`src/rtl/spi_status_responder_if.sv`:
```
// SPI pin bundle between the ARM (master) and the FPGA status responder (slave).
// The ARM drives spck/ncs; the responder drives miso and its output enable.
interface spi_status_responder_if;
  logic spck;
  logic ncs;
  logic miso;
  logic miso_oe;

  modport master (output spck, output ncs, input miso, input miso_oe);
  modport slave  (input spck, input ncs, output miso, output miso_oe);
endinterface

```
`src/rtl/spi_status_responder.sv`:
```
// SPI status readback transmitter. Oversamples the asynchronous SPI pins in the
// ck_1356meg domain, captures a status word when ncs falls and shifts it out
// MSB first on miso, changing data after each falling spck edge (mode 0).
module spi_status_responder #(
  parameter int WIDTH       = 16,
  parameter int SYNC_STAGES = 2
) (
  input  logic                 ck_1356meg,
  input  logic                 rst_n,
  spi_status_responder_if.slave spi,
  input  logic [WIDTH-1:0]     status,
  input  logic                 err_clr,
  output logic                 frame_done,
  output logic                 xfer_err
);

  localparam int               CNT_W    = $clog2(WIDTH + 2);
  localparam logic [CNT_W-1:0] CNT_FULL = CNT_W'(WIDTH);
  localparam logic [CNT_W-1:0] CNT_SAT  = CNT_W'(WIDTH + 1);

  typedef enum logic {IDLE, ACTIVE} state_t;

  state_t                 state, state_next;
  logic [SYNC_STAGES-1:0] spck_sync, ncs_sync, fill;
  logic                   spck_prev, ncs_prev, armed;
  logic                   spck_s, ncs_s;
  logic                   spck_rise, spck_fall, ncs_rise, ncs_fall;
  logic [CNT_W-1:0]       count, count_next;
  logic [WIDTH-1:0]       shreg, shreg_next;
  logic                   tx_bit, tx_bit_next;
  logic                   tx_en, tx_en_next;
  logic                   done_next, err_set;

  assign spck_s    = spck_sync[SYNC_STAGES-1];
  assign ncs_s     = ncs_sync[SYNC_STAGES-1];
  assign spck_rise = spck_s & ~spck_prev;
  assign spck_fall = ~spck_s & spck_prev;
  assign ncs_rise  = ncs_s & ~ncs_prev;
  assign ncs_fall  = ~ncs_s & ncs_prev;

  assign spi.miso    = tx_bit;
  assign spi.miso_oe = tx_en;

  // Pin synchronizers, edge-detect registers and the armed flag. The fill
  // chain marks when the synchronizer output holds real pin samples rather
  // than reset values, so armed only reflects a genuinely high ncs and a frame
  // already running at reset release cannot be mistaken for a new one.
  always_ff @(posedge ck_1356meg) begin
    if (!rst_n) begin
      spck_sync <= '0;
      ncs_sync  <= '1;
      fill      <= '0;
      spck_prev <= 1'b0;
      ncs_prev  <= 1'b1;
      armed     <= 1'b0;
    end else begin
      spck_sync <= {spck_sync[SYNC_STAGES-2:0], spi.spck};
      ncs_sync  <= {ncs_sync[SYNC_STAGES-2:0], spi.ncs};
      fill      <= {fill[SYNC_STAGES-2:0], 1'b1};
      spck_prev <= spck_s;
      ncs_prev  <= ncs_s;
      if (fill[SYNC_STAGES-1] && ncs_s) armed <= 1'b1;
    end
  end

  // Frame sequencing: next state, bit count, shift register and pin drive.
  // ncs rising takes priority so a coincident spck edge is never counted.
  always_comb begin
    state_next  = state;
    count_next  = count;
    shreg_next  = shreg;
    tx_bit_next = tx_bit;
    tx_en_next  = tx_en;
    done_next   = 1'b0;
    err_set     = 1'b0;
    case (state)
      IDLE: begin
        count_next  = '0;
        tx_bit_next = 1'b0;
        tx_en_next  = 1'b0;
        if (ncs_fall && armed) begin
          shreg_next  = status;
          tx_bit_next = status[WIDTH-1];
          tx_en_next  = 1'b1;
          state_next  = ACTIVE;
        end
      end
      ACTIVE: begin
        if (ncs_rise) begin
          state_next  = IDLE;
          count_next  = '0;
          tx_bit_next = 1'b0;
          tx_en_next  = 1'b0;
          if (count == CNT_FULL) done_next = 1'b1;
          else                   err_set   = 1'b1;
        end else if (spck_rise) begin
          if (count != CNT_SAT) count_next = count + CNT_W'(1);
        end else if (spck_fall && (count != '0)) begin
          // A fall before the first rise is a glitch or pre-frame leftover.
          shreg_next  = {shreg[WIDTH-2:0], 1'b0};
          tx_bit_next = shreg[WIDTH-2];
        end
      end
      default: state_next = IDLE;
    endcase
  end

  // Control and output registers; the error set outranks a coincident clear.
  always_ff @(posedge ck_1356meg) begin
    if (!rst_n) begin
      state      <= IDLE;
      count      <= '0;
      tx_bit     <= 1'b0;
      tx_en      <= 1'b0;
      frame_done <= 1'b0;
      xfer_err   <= 1'b0;
    end else begin
      state      <= state_next;
      count      <= count_next;
      tx_bit     <= tx_bit_next;
      tx_en      <= tx_en_next;
      frame_done <= done_next;
      if (err_set)      xfer_err <= 1'b1;
      else if (err_clr) xfer_err <= 1'b0;
    end
  end

  // Word shift register; pure data, only observable while a frame is active.
  always_ff @(posedge ck_1356meg) begin
    shreg <= shreg_next;
  end

endmodule

```
`src/flat_wrapper.sv`:
```
// flat-port wrapper written by rule: the top's interface ports become plain ports
module spi_status_responder_flat 
#(
  parameter int WIDTH       = 16,
  parameter int SYNC_STAGES = 2
)
  (ck_1356meg, rst_n, status, err_clr, frame_done, xfer_err, spi_spck, spi_ncs, spi_miso, spi_miso_oe);
  spi_status_responder_if spi_i ();
  input  logic ck_1356meg;
  input  logic rst_n;
  input  logic [WIDTH-1:0] status;
  input  logic err_clr;
  output logic frame_done;
  output logic xfer_err;
  input wire logic [$bits(spi_i.spck)-1:0] spi_spck;
  input wire logic [$bits(spi_i.ncs)-1:0] spi_ncs;
  output wire logic [$bits(spi_i.miso)-1:0] spi_miso;
  output wire logic [$bits(spi_i.miso_oe)-1:0] spi_miso_oe;
  assign spi_i.spck = spi_spck;
  assign spi_i.ncs = spi_ncs;
  assign spi_miso = spi_i.miso;
  assign spi_miso_oe = spi_i.miso_oe;
  spi_status_responder #(.WIDTH(WIDTH), .SYNC_STAGES(SYNC_STAGES)) u_core (.ck_1356meg(ck_1356meg), .rst_n(rst_n), .spi(spi_i), .status(status), .err_clr(err_clr), .frame_done(frame_done), .xfer_err(xfer_err));
endmodule
```
`config.mk`:
```
export PLATFORM = sky130hd
export DESIGN_NAME = spi_status_responder_flat
export DESIGN_NICKNAME = d
export VERILOG_FILES = /design/src/rtl/spi_status_responder_if.sv /design/src/rtl/spi_status_responder.sv /design/src/flat_wrapper.sv
export SDC_FILE = /design/constraint.sdc
export NUM_CORES = 1
export LEC_CHECK = 0
export ABC_AREA = 1
export CAP_MARGIN = 40
export CORE_ASPECT_RATIO = 1.2
export CORE_MARGIN = 2
export CORE_UTILIZATION = 35
export DETAILED_ROUTE_END_ITERATION = 6
export PLACE_DENSITY = 0.54
export SYNTH_ARGS = -nofsm -noshare
export SYNTH_HDL_FRONTEND = slang
export SYNTH_SLANG_ARGS = --single-unit
export TNS_END_PERCENT = 20
```
`constraint.sdc`:
```
create_clock -name ck_1356meg -period 4.5 [get_ports ck_1356meg]
set_clock_uncertainty 0.2 [all_clocks]
set_input_delay 0.9 -clock ck_1356meg [delete_from_list [all_inputs] [get_ports ck_1356meg]]
set_output_delay 0.9 -clock ck_1356meg [all_outputs]
set_load 0.01 [all_outputs]
```
==> results of run 1 <==
[power breakdown]
part,switching [mW],total [mW],internal (mW)
combinational,0.0149,0.0370,0.0221
clock,0.101,0.205,0.104
sequential,0.00355,0.332,0.328
total,0.119,0.574,0.455
[cell type report]
cell class | count | area (sq um) | share of cell area [%]
Clock buffer | 6 | 72.6 | 4.05
Clock inverter | 1 | 3.75 | 0.209
Inverter | 17 | 66.3 | 3.70
Multi-Input combinational cell | 108 | 503 | 28.1
Sequential cell | 34 | 831 | 46.4
Tap cell | 54 | 67.6 | 3.77
Timing Repair Buffer | 25 | 248 | 13.8
[per-layer routing]
layer  global-route usage (%)  vias up
met5                        0        -
met4                     5.93        0
met3                     4.90        5
met2                     22.3       19
met1                     13.0      505
li1                         -      564
[final timing paths]
check | from | endpoint | slack [ns] | cells after the start
setup / recovery | u_core.spi.miso_oe$_SDFFE_PN0P_ | spi_miso_oe | 2.24 | 1
hold / removal | u_core.fill[0]$_DFF_P_ | u_core.fill[1]$_SDFF_PN0_ | 0.21 | 2
setup reg to reg | u_core.state$_SDFF_PN0_ | u_core.shreg[11]$_DFFE_PP_ | 2.28 | 5
hold reg to reg | u_core.fill[0]$_DFF_P_ | u_core.fill[1]$_SDFF_PN0_ | 0.21 | 2
[through the flow]
step	hold slack (ns)	area [sq um]	power [mW]
after floorplan	0.190	1420	0.354
after global placement	0.198	1720	0.375
after detailed placement	0.203	1720	0.376
after CTS	0.219	1790	0.584
after global routing	0.232	1790	0.604
final	0.213	1790	0.574
[worst register-to-register path: stages, from the launching register on]
cell and delay (ns):
dfxtp_1 0.75, inv_4 0.22, a21oi_4 0.28, inv_1 0.07, o21ai_1 0.14, buf_4 0.25
[cell usage after synthesis (all sizes together)]
| cell type | count | area share [%] |
|---|---|---|
| clkbuf | 1 | 0.26 |
| a21oi | 6 | 2.9 |
| buf | 2 | 1.1 |
| nor4 | 1 | 0.44 |
| nand2 | 66 | 18 |
| nand4 | 2 | 0.88 |
| edfxtp | 15 | 32 |
| xor2 | 1 | 0.62 |
| dfxtp | 19 | 27 |
| or2 | 4 | 1.8 |
| nor2 | 13 | 3.4 |
| a211oi | 1 | 0.88 |
| ha | 3 | 2.6 |
| nand3 | 9 | 3.2 |
| o21ai | 2 | 0.70 |
| inv | 17 | 4.7 |
[flip-flops by register name (all words and copies together) (netlist names), 2 cells and up]
name / count
u_core.shreg: 15
u_core.count: 5
u_core.fill: 2
u_core.ncs_sync: 2
u_core.spck_sync: 2
[logic make-up (layout without fill, tap and decap cells)]
family	after synthesis	after routing	synth area share (%)
XOR/XNOR	1	1	0.617
AND/OR/NAND/NOR	95	95	27.7
buffers and inverters	20	49	6.08
adder cells (fa/ha/maj)	3	3	2.64
AO/OA/AOI/OAI	9	9	4.49
flip-flops	34	34	58.5
==> summary.txt, run 1 <==
Detailed routing
  – Via Count: ~1100
  – Routed WL: 2600 um
  – WL met1: 1090 um
  – Routed vias/inst: around 4.5
  – Uppermost layer routed: met4
  – Iter 0 DRT Violations: 32
  – Length of routed met2 wiring: around 1300 um
  – Final ANT Viol Nets: 0
  – DRT Pass-1 Iters: 4
  – Detail Route met3 WL: ~140 um
  – DRC: 0
  – Wire length per cell: around 11 um

Timing
  – FMAX: about 440 MHz
  – Worst-Margin Slew: slightly below 0.7 ns
  – Fin. max-slew vios: 0
  – RSZ-0062 raised after global routing: false
  – Setup_tns: 0 ns
  – Hold Vio Cnt, Final: 0
  – Final Cycle Share: 50.3%
  – Fin crit period: about 2.3 ns
  – Final worst setup slack: 2.24 ns
  – Finish-stage setup viols: 0
  – Slew HR: approximately 55%

CTS
  – CTS sink cnt: 34
  – CTS Buf Count: 5
  – Cts hold-fix bufs: 0
  – PostCTS Resize Cnt: 0
  – Root buffer selected by CTS: clkbuf_8
  – CTS tree: built
  – Longest Clk Path Bufs: 2
  – Clock latency on the worst-skew pair: 0.28 ns
  – Clock H-tree levels: 2
  – Postcts setup bufs: 0
  – Worst-path clk slew: 0.06 ns

Finish
  – N_diodes: 0
  – Fillers: between 400 and 500
  – Final core occ: between 40% and 50%
  – P&R area growth vs syn: 26.2%
  – Most frequent cells in the layout: 63 x nand2_1, 24 x clkdlybuf4s50_1, 19 x dfxtp_1
  – Commonest non-fill, non-tap cell in the layout: nand2_1
  – Post-route insts no fill: ~250
  – Share of post-route cells with drive strength above 1: between 8 and 9%
  – Nets: between 200 and 250

Synth
  – Synthesis warning total: 0
  – Post-Syn Instances: between 150 and 200
  – Syn Area/Cell: around 9 sq um
  – Synth unique cells: 22
  – Mapped Area: 1420 sq um
  – Register area share after synthesis: 58.5%
  – Seq cells post-synth: 34
  – Synth Net Count: 186

Worst setup path
  – Critical path class: reg -> out
  – Worst Setup Start Kind: register
  – Required @ worst endpoint: 3.40 ns
  – CP max-delay cell: clkdlybuf4s50_1
  – CP Max Fanout: 2
  – CP top delay family: buffers and inverters
  – Crit end category: primary output
  – Worst Path Arrival: approximately 1.2 ns
  – CP max stage delay: approximately 0.54 ns
  – Worst-path cell chain: clkdlybuf4s50_1
  – Bufs and invs on worst path: 1

Power
  – Pleak: approximately 0.74 nW
  – Power density over cell area: between 300 and 400 nW/um^2
  – Peak VDD IR: between 0.15 and 0.2 mV

Place
  – DP HPWL: 1840 um
  – GPL Wtd Cong: slightly below 0.8
  – DP Worst Slack: about 2.2 ns
  – IO Port Bufs: 24
  – Dpl cells: roughly 240

Global routing
  – First-pass GRT wire length: between 4000 and 5000 um
  – Antenna violations before repair: 0
  – Aggregate global routing overflow: 0
  – Total GRT Usage: 12.5%
  – Largest net degree at the start of global routing: 19
  – Vias in the first global route: between 1000 and 1500

Floorplan
  – Die area: between 4000 and 5000 sq um
  – I/O pin count: 25
  – Initial Util: between 30% and 40%
  – Total core area: between 3000 and 4000 sq um
  – DIE WIDTH: a little over 60 um
  – Die Y: 73.8 um
  – FP Rows: 25

Min path
  – Worst Hold Class: reg -> reg

Run
  – Max-cap violations: 0

Outcome
  – Status: finished, final reports clean
Power figures use the tool's default switching activity.
==> inputs of run 2 (changes only) <==
==> constraint.sdc (replaced) <==
create_clock -name ck_1356meg -period 2.1 [get_ports ck_1356meg]
set_clock_uncertainty 0.2 [all_clocks]
set_input_delay 0.42 -clock ck_1356meg [delete_from_list [all_inputs] [get_ports ck_1356meg]]
set_output_delay 0.42 -clock ck_1356meg [all_outputs]
set_load 0.01 [all_outputs]
==> summary.txt, run 2 (synthesis results as in run 1) <==
CTS
  – CTS sink cnt: 34
  – PostCTS Resize Cnt: 0
  – Root buffer selected by CTS: clkbuf_8
  – CTS tree: built
  – Cts hold-fix bufs: 0
  – Clock latency on the worst-skew pair: 0.28 ns
  – Longest Clk Path Bufs: 2
  – CTS Buf Count: 5
  – Postcts setup bufs: 0
  – Worst-path clk slew: about 0.060 ns
  – Clock H-tree levels: 2

Timing
  – Fin crit period: 1.78 ns
  – Slew HR: between 80% and 90%
  – Finish-stage setup viols: 0
  – Worst-Margin Slew: roughly 0.25 ns
  – FMAX: about 560 MHz
  – RSZ-0062 raised after global routing: false
  – Final Cycle Share: between 80% and 90%
  – Setup_tns: 0 ns
  – Fin. max-slew vios: 0
  – Hold Vio Cnt, Final: 0

Finish
  – Nets: between 200 and 250
  – Commonest non-fill, non-tap cell in the layout: nand2_1
  – Final core occ: 47.1%
  – Most flop-heavy register: u_core.shreg
  – Share of post-route cells with drive strength above 1: around 11%
  – P&R area growth vs syn: 29.6%
  – N_diodes: 0
  – Most frequent cells in the layout: 63 x nand2_1, 24 x clkdlybuf4s50_1, 19 x dfxtp_1
  – Max reg flops: 15
  – Fillers: between 400 and 500
  – Top flop regs: u_core.shreg x15, u_core.count x5

Global routing
  – First-pass GRT wire length: 4450 um
  – Aggregate global routing overflow: 0
  – Antenna violations before repair: 0
  – Largest net degree at the start of global routing: 18
  – Total GRT Usage: between 10% and 20%
  – Vias in the first global route: ~1100

Worst setup path
  – Length in cells of the worst reg-to-reg path: 6
  – CP Max Fanout: 15
  – Required @ worst endpoint: roughly 1.9 ns
  – Worst Setup Start Kind: register
  – Worst reg2reg startpoint: u_core.count[0]$_SDFFE_PN0P_
  – R2R setup slack: about 0.32 ns
  – Crit end category: register
  – Critical path class: reg -> reg
  – Worst r2r dst: u_core.shreg[2]$_DFFE_PP_
  – Worst Path Arrival: approximately 1.6 ns

Detailed routing
  – DRC: 0
  – DRT Pass-1 Iters: 4
  – Iter 0 DRT Violations: 33
  – Routed WL: 2570 um
  – Routed vias/inst: 4.42
  – Final ANT Viol Nets: 0
  – Via Count: between 1000 and 1500
  – Wire length per cell: about 10 um

Floorplan
  – Initial Util: between 30% and 40%
  – Die Y: approximately 74 um
  – FP Rows: 25
  – I/O pin count: 25
  – Die area: 4590 sq um
  – DIE WIDTH: 62.2 um
  – Total core area: 3910 sq um

Min path
  – Hold Path Sink: u_core.spck_sync[1]$_SDFF_PN0_
  – Worst Hold Class: reg -> reg
  – Worst Hold Launch: u_core.spck_sync[0]$_SDFF_PN0_
  – WHS Path Cells: 2

Run
  – Max-cap violations: 0

Power
  – Pleak: between 0.7 and 0.8 nW
  – Power density over cell area: around 740 nW/um^2
  – Peak VDD IR: between 0.3 and 0.4 mV

Outcome
  – Status: finished, final reports clean

Place
  – GPL Wtd Cong: 0.730
  – DP HPWL: ~1900 um
  – IO Port Bufs: 24
==> run 2: cell count changes in the layout (fill, tap and decap cells not counted), sizes merged <==
cell	before	now
clkbuf	6	7
buf	1	3
bufinv	0	1
clkinv	1	0
==> run 2: worst max-delay path, stage by stage, from the launching register on <==
cell and delay (ns):
dfxtp_1 0.40, inv_1 0.08, ha_1 0.21, nand3_1 0.09
nand3_1 0.12, o21ai_2 0.13, buf_4 0.24
==> run 2: layout make-up <==
cell class / count / area [sq um] / share of cell area [%]
flip-flops and latches: 34 / 831 / 45.1
multi-input cells: 108 / 507 / 27.5
repair buffers: 27 / 263 / 14.3
clock buffers: 7 / 76.3 / 4.15
well taps: 54 / 67.6 / 3.67
inverters: 17 / 66.3 / 3.60
clock inverters: 1 / 30.0 / 1.63
==> run 2: per-layer routing <==
metal | vias to the layer above | routed length, um | global-route usage, %
li1 | 572 | - | -
met1 | 492 | 1100 | 14.0
met2 | 31 | 1280 | 22.5
met3 | 2 | 167 | 4.75
met4 | 0 | 20 | 5.93
met5 | - | 0 | 0
==> run 2: worst max-delay path by stage <==
| stage | startpoint | end | depth (start not counted) |
|---|---|---|---|
| final | u_core.count[0]$_SDFFE_PN0P_ | u_core.shreg[2]$_DFFE_PP_ | 6 |
| after global routing | u_core.count[0]$_SDFFE_PN0P_ | u_core.shreg[4]$_DFFE_PP_ | 6 |
| after CTS | u_core.count[0]$_SDFFE_PN0P_ | u_core.shreg[4]$_DFFE_PP_ | 6 |
| after detailed placement | u_core.count[0]$_SDFFE_PN0P_ | u_core.shreg[0]$_SDFFCE_PP0P_ | 6 |
| after global placement | u_core.count[0]$_SDFFE_PN0P_ | u_core.shreg[3]$_DFFE_PP_ | 6 |
| after floorplan | u_core.count[0]$_SDFFE_PN0P_ | u_core.shreg[0]$_SDFFCE_PP0P_ | 5 |
==> run 2: stage by stage <==
step | hold slack (ns) | instance area, sq um | worst slack, ns | power, mW | cells
floorplan | 0.190 | 1420 | 0.243 | 0.758 | 162
global placement | 0.192 | 1730 | 0.378 | 0.806 | 240
detailed placement | 0.199 | 1730 | 0.303 | 0.808 | 240
CTS | 0.220 | 1840 | 0.302 | 1.38 | 248
global route | 0.234 | 1840 | 0.213 | 1.42 | 248
finish | 0.215 | 1840 | 0.320 | 1.36 | 248
==> run 2: report_power, final <==
group	total (mW)	internal, mW	switching (mW)
Clock	0.567	0.355	0.212
Sequential	0.710	0.704	0.00642
Combinational	0.0822	0.0491	0.0331
Total	1.36	1.11	0.251
==> inputs of run 3 (changes only) <==
--- a/config.mk
+++ b/config.mk
@@ -11,7 +11,7 @@
 export CORE_MARGIN = 2
 export CORE_UTILIZATION = 35
 export DETAILED_ROUTE_END_ITERATION = 6
-export PLACE_DENSITY = 0.54
+export PLACE_DENSITY = 0.56
 export SYNTH_ARGS = -nofsm -noshare
 export SYNTH_HDL_FRONTEND = slang
 export SYNTH_SLANG_ARGS = --single-unit
==> constraint.sdc (replaced) <==
create_clock -name ck_1356meg -period 1.59 [get_ports ck_1356meg]
set_clock_uncertainty 0.2 [all_clocks]
set_input_delay 0.318 -clock ck_1356meg [delete_from_list [all_inputs] [get_ports ck_1356meg]]
set_output_delay 0.318 -clock ck_1356meg [all_outputs]
set_load 0.01 [all_outputs]
==> summary.txt, run 3 (synthesis results as in run 1) <==
Outcome
  – Status: finished, final reports clean

Detailed routing
  – Via Count: 1094
  – Routed WL: about 2700 um
  – Final ANT Viol Nets: 0
  – Wire length per cell: 10.6 um
  – DRT Pass-1 Iters: 4
  – Iter 0 DRT Violations: 31
  – Routed vias/inst: 4.29
  – DRC: 0

Worst setup path
  – Crit end category: register
  – Worst Setup Start Kind: register
  – Most frequent CP cell: nand3_4
  – Critical path class: reg -> reg
  – CP top delay family: flip-flops
  – Worst-path cell chain: inv_4 > ha_4 > nand3_4 > nand3_4 > o21ai_4 > buf_12
  – CP Max Fanout: 15
  – CP Depth: 6
  – Worst Path Arrival: 1.33 ns
  – Required @ worst endpoint: 1.38 ns
  – CP max-delay cell: dfxtp_4
  – Length in cells of the worst reg-to-reg path: 6
  – Bufs and invs on worst path: 2
  – CP max stage delay: approximately 0.36 ns

Timing
  – Worst hold slack: ~0.22 ns
  – Worst-Margin Slew: roughly 0.29 ns
  – Fin. max-slew vios: 0
  – Slew HR: between 80% and 90%
  – Hold Vio Cnt, Final: 0
  – RSZ-0062 raised after global routing: true
  – Final Cycle Share: between 90% and 100%
  – FMAX: around 650 MHz
  – Finish-stage setup viols: 0
  – Fin crit period: about 1.5 ns

Floorplan
  – Die Y: 73.8 um
  – FP Rows: 25
  – Die area: ~4600 sq um
  – I/O pin count: 25
  – DIE WIDTH: a little over 60 um
  – Total core area: approximately 4000 sq um
  – Initial Util: between 30 and 40%

CTS
  – CTS tree: built
  – Cts hold-fix bufs: 0
  – CTS Buf Count: 5
  – Clock H-tree levels: 2
  – Root buffer selected by CTS: clkbuf_8
  – Longest Clk Path Bufs: 2
  – Worst-path clk slew: roughly 0.06 ns
  – Clock latency on the worst-skew pair: 0.28 ns
  – Postcts setup bufs: 0
  – CTS sink cnt: 34

Global routing
  – Total GRT Usage: 13.6%
  – Vias in the first global route: 1069
  – First-pass GRT wire length: approximately 4800 um
  – Largest net degree at the start of global routing: 18
  – Antenna violations before repair: 0
  – Aggregate global routing overflow: 0

Finish
  – Fillers: between 300 and 400
  – Nets: between 200 and 250
  – Most flop-heavy register: u_core.shreg
  – Share of post-route cells with drive strength above 1: 18.9%
  – Max reg flops: 15
  – Top flop regs: u_core.shreg x15, u_core.count x5
  – P&R area growth vs syn: 38.5%
  – N_diodes: 0
  – Most frequent cells in the layout: 63 x nand2_1, 20 x clkdlybuf4s50_1, 16 x dfxtp_1
  – Commonest non-fill, non-tap cell in the layout: nand2_1
  – Final core occ: 50.3%

Power
  – Internal: approximately 1.4 mW
  – Part of the power in registers: 53.6%
  – Pleak: between 0.8 and 0.9 nW
  – Sw frac: between 10% and 20%
  – Power density over cell area: approximately 900 nW/um^2
  – Total power draw: approximately 1.7 mW
  – Peak VDD IR: 0.460 mV
  – Combinational share of power: between 6 and 7%
  – Clock share of power: roughly 40%
  – Net Switching: ~0.34 mW

Place
  – GPL Wtd Cong: between 0.8 and 0.9
  – DP HPWL: between 1500 and 2000 um
  – IO Port Bufs: 24

Min path
  – Worst Hold Class: reg -> reg
  – WHS Path Cells: 2

Run
  – Max-cap violations: 0
run 3: cell count changes in the layout (fill, tap and decap cells not counted), moves of 3 or more:
cell | previous run | this run
buf_4 | 3 | 9
clkdlybuf4s50_1 | 24 | 20
dlygate4sd2_1 | 0 | 4
dfxtp_1 | 19 | 16
inv_1 | 15 | 12
nand3_1 | 9 | 6
run 3: worst min-delay path, cell delays in order, from the launching register on:
cell and delay [ns]:
dfxtp_1 0.30, nand2_1 0.05, inv_1 0.03
run 3: power by group through the flow:
stage / Sequential, mW / Clock (mW) / Combinational (mW)
floorplan: 0.955 / 0 / 0.0474
CTS: 0.938 / 0.721 / 0.118
finish: 0.937 / 0.693 / 0.118
global route: 0.938 / 0.756 / 0.134
detailed placement: 0.957 / 0 / 0.117
global placement: 0.957 / 0 / 0.115
run 3: path summary, 6_finish.rpt:
kind,to,slack [ns],startpoint
setup / recovery,u_core.shreg[5]$_DFFE_PP_,0.05,u_core.count[1]$_SDFFE_PN0P_
hold / removal,u_core.spck_sync[1]$_SDFF_PN0_,0.22,u_core.spck_sync[0]$_SDFF_PN0_
setup reg to reg,u_core.shreg[5]$_DFFE_PP_,0.05,u_core.count[1]$_SDFFE_PN0P_
hold reg to reg,u_core.spck_sync[1]$_SDFF_PN0_,0.22,u_core.spck_sync[0]$_SDFF_PN0_
run 3: cell type report:
type                       instances  area [sq um]  area share, %
sequential                        34           837           42.6
multi-input combinational        108           567           28.8
timing repair buffer              34           323           16.4
clock buffer                       8           101           5.15
inverter                          17          71.3           3.63
tap                               54          67.6           3.44
run 3: timing repair:
action / 4_1_cts / 5_1_grt
gates resized for setup: 4 / 7
endpoints found under the setup margin: 4 / 17
endpoints found under the hold margin: 0 / 0
pin swaps: 0 / 0
run 3: layer usage:
metal  vias to the layer above  part of all wire, %  track usage [%]  wire (um)
met3                         6                  5.4             5.21        146
li1                        592                    -                -          -
met4                         0                  2.2             6.67         59
met2                        19                   48             22.2       1300
met1                       477                   44             15.7       1190
met5                         -                    0                0          0
run 3: metrics by stage:
step / setup TNS [ns] / area (sq um) / worst slack (ns) / std cells
finish: 0 / 1970 / 0.0493 / 255
global route: -0.0915 / 1970 / -0.00972 / 255
CTS: 0 / 1930 / 0.0216 / 255
detailed placement: -0.00301 / 1840 / -0.00301 / 247
global placement: 0 / 1840 / 0.0201 / 247
floorplan: -0.343 / 1460 / -0.0228 / 162
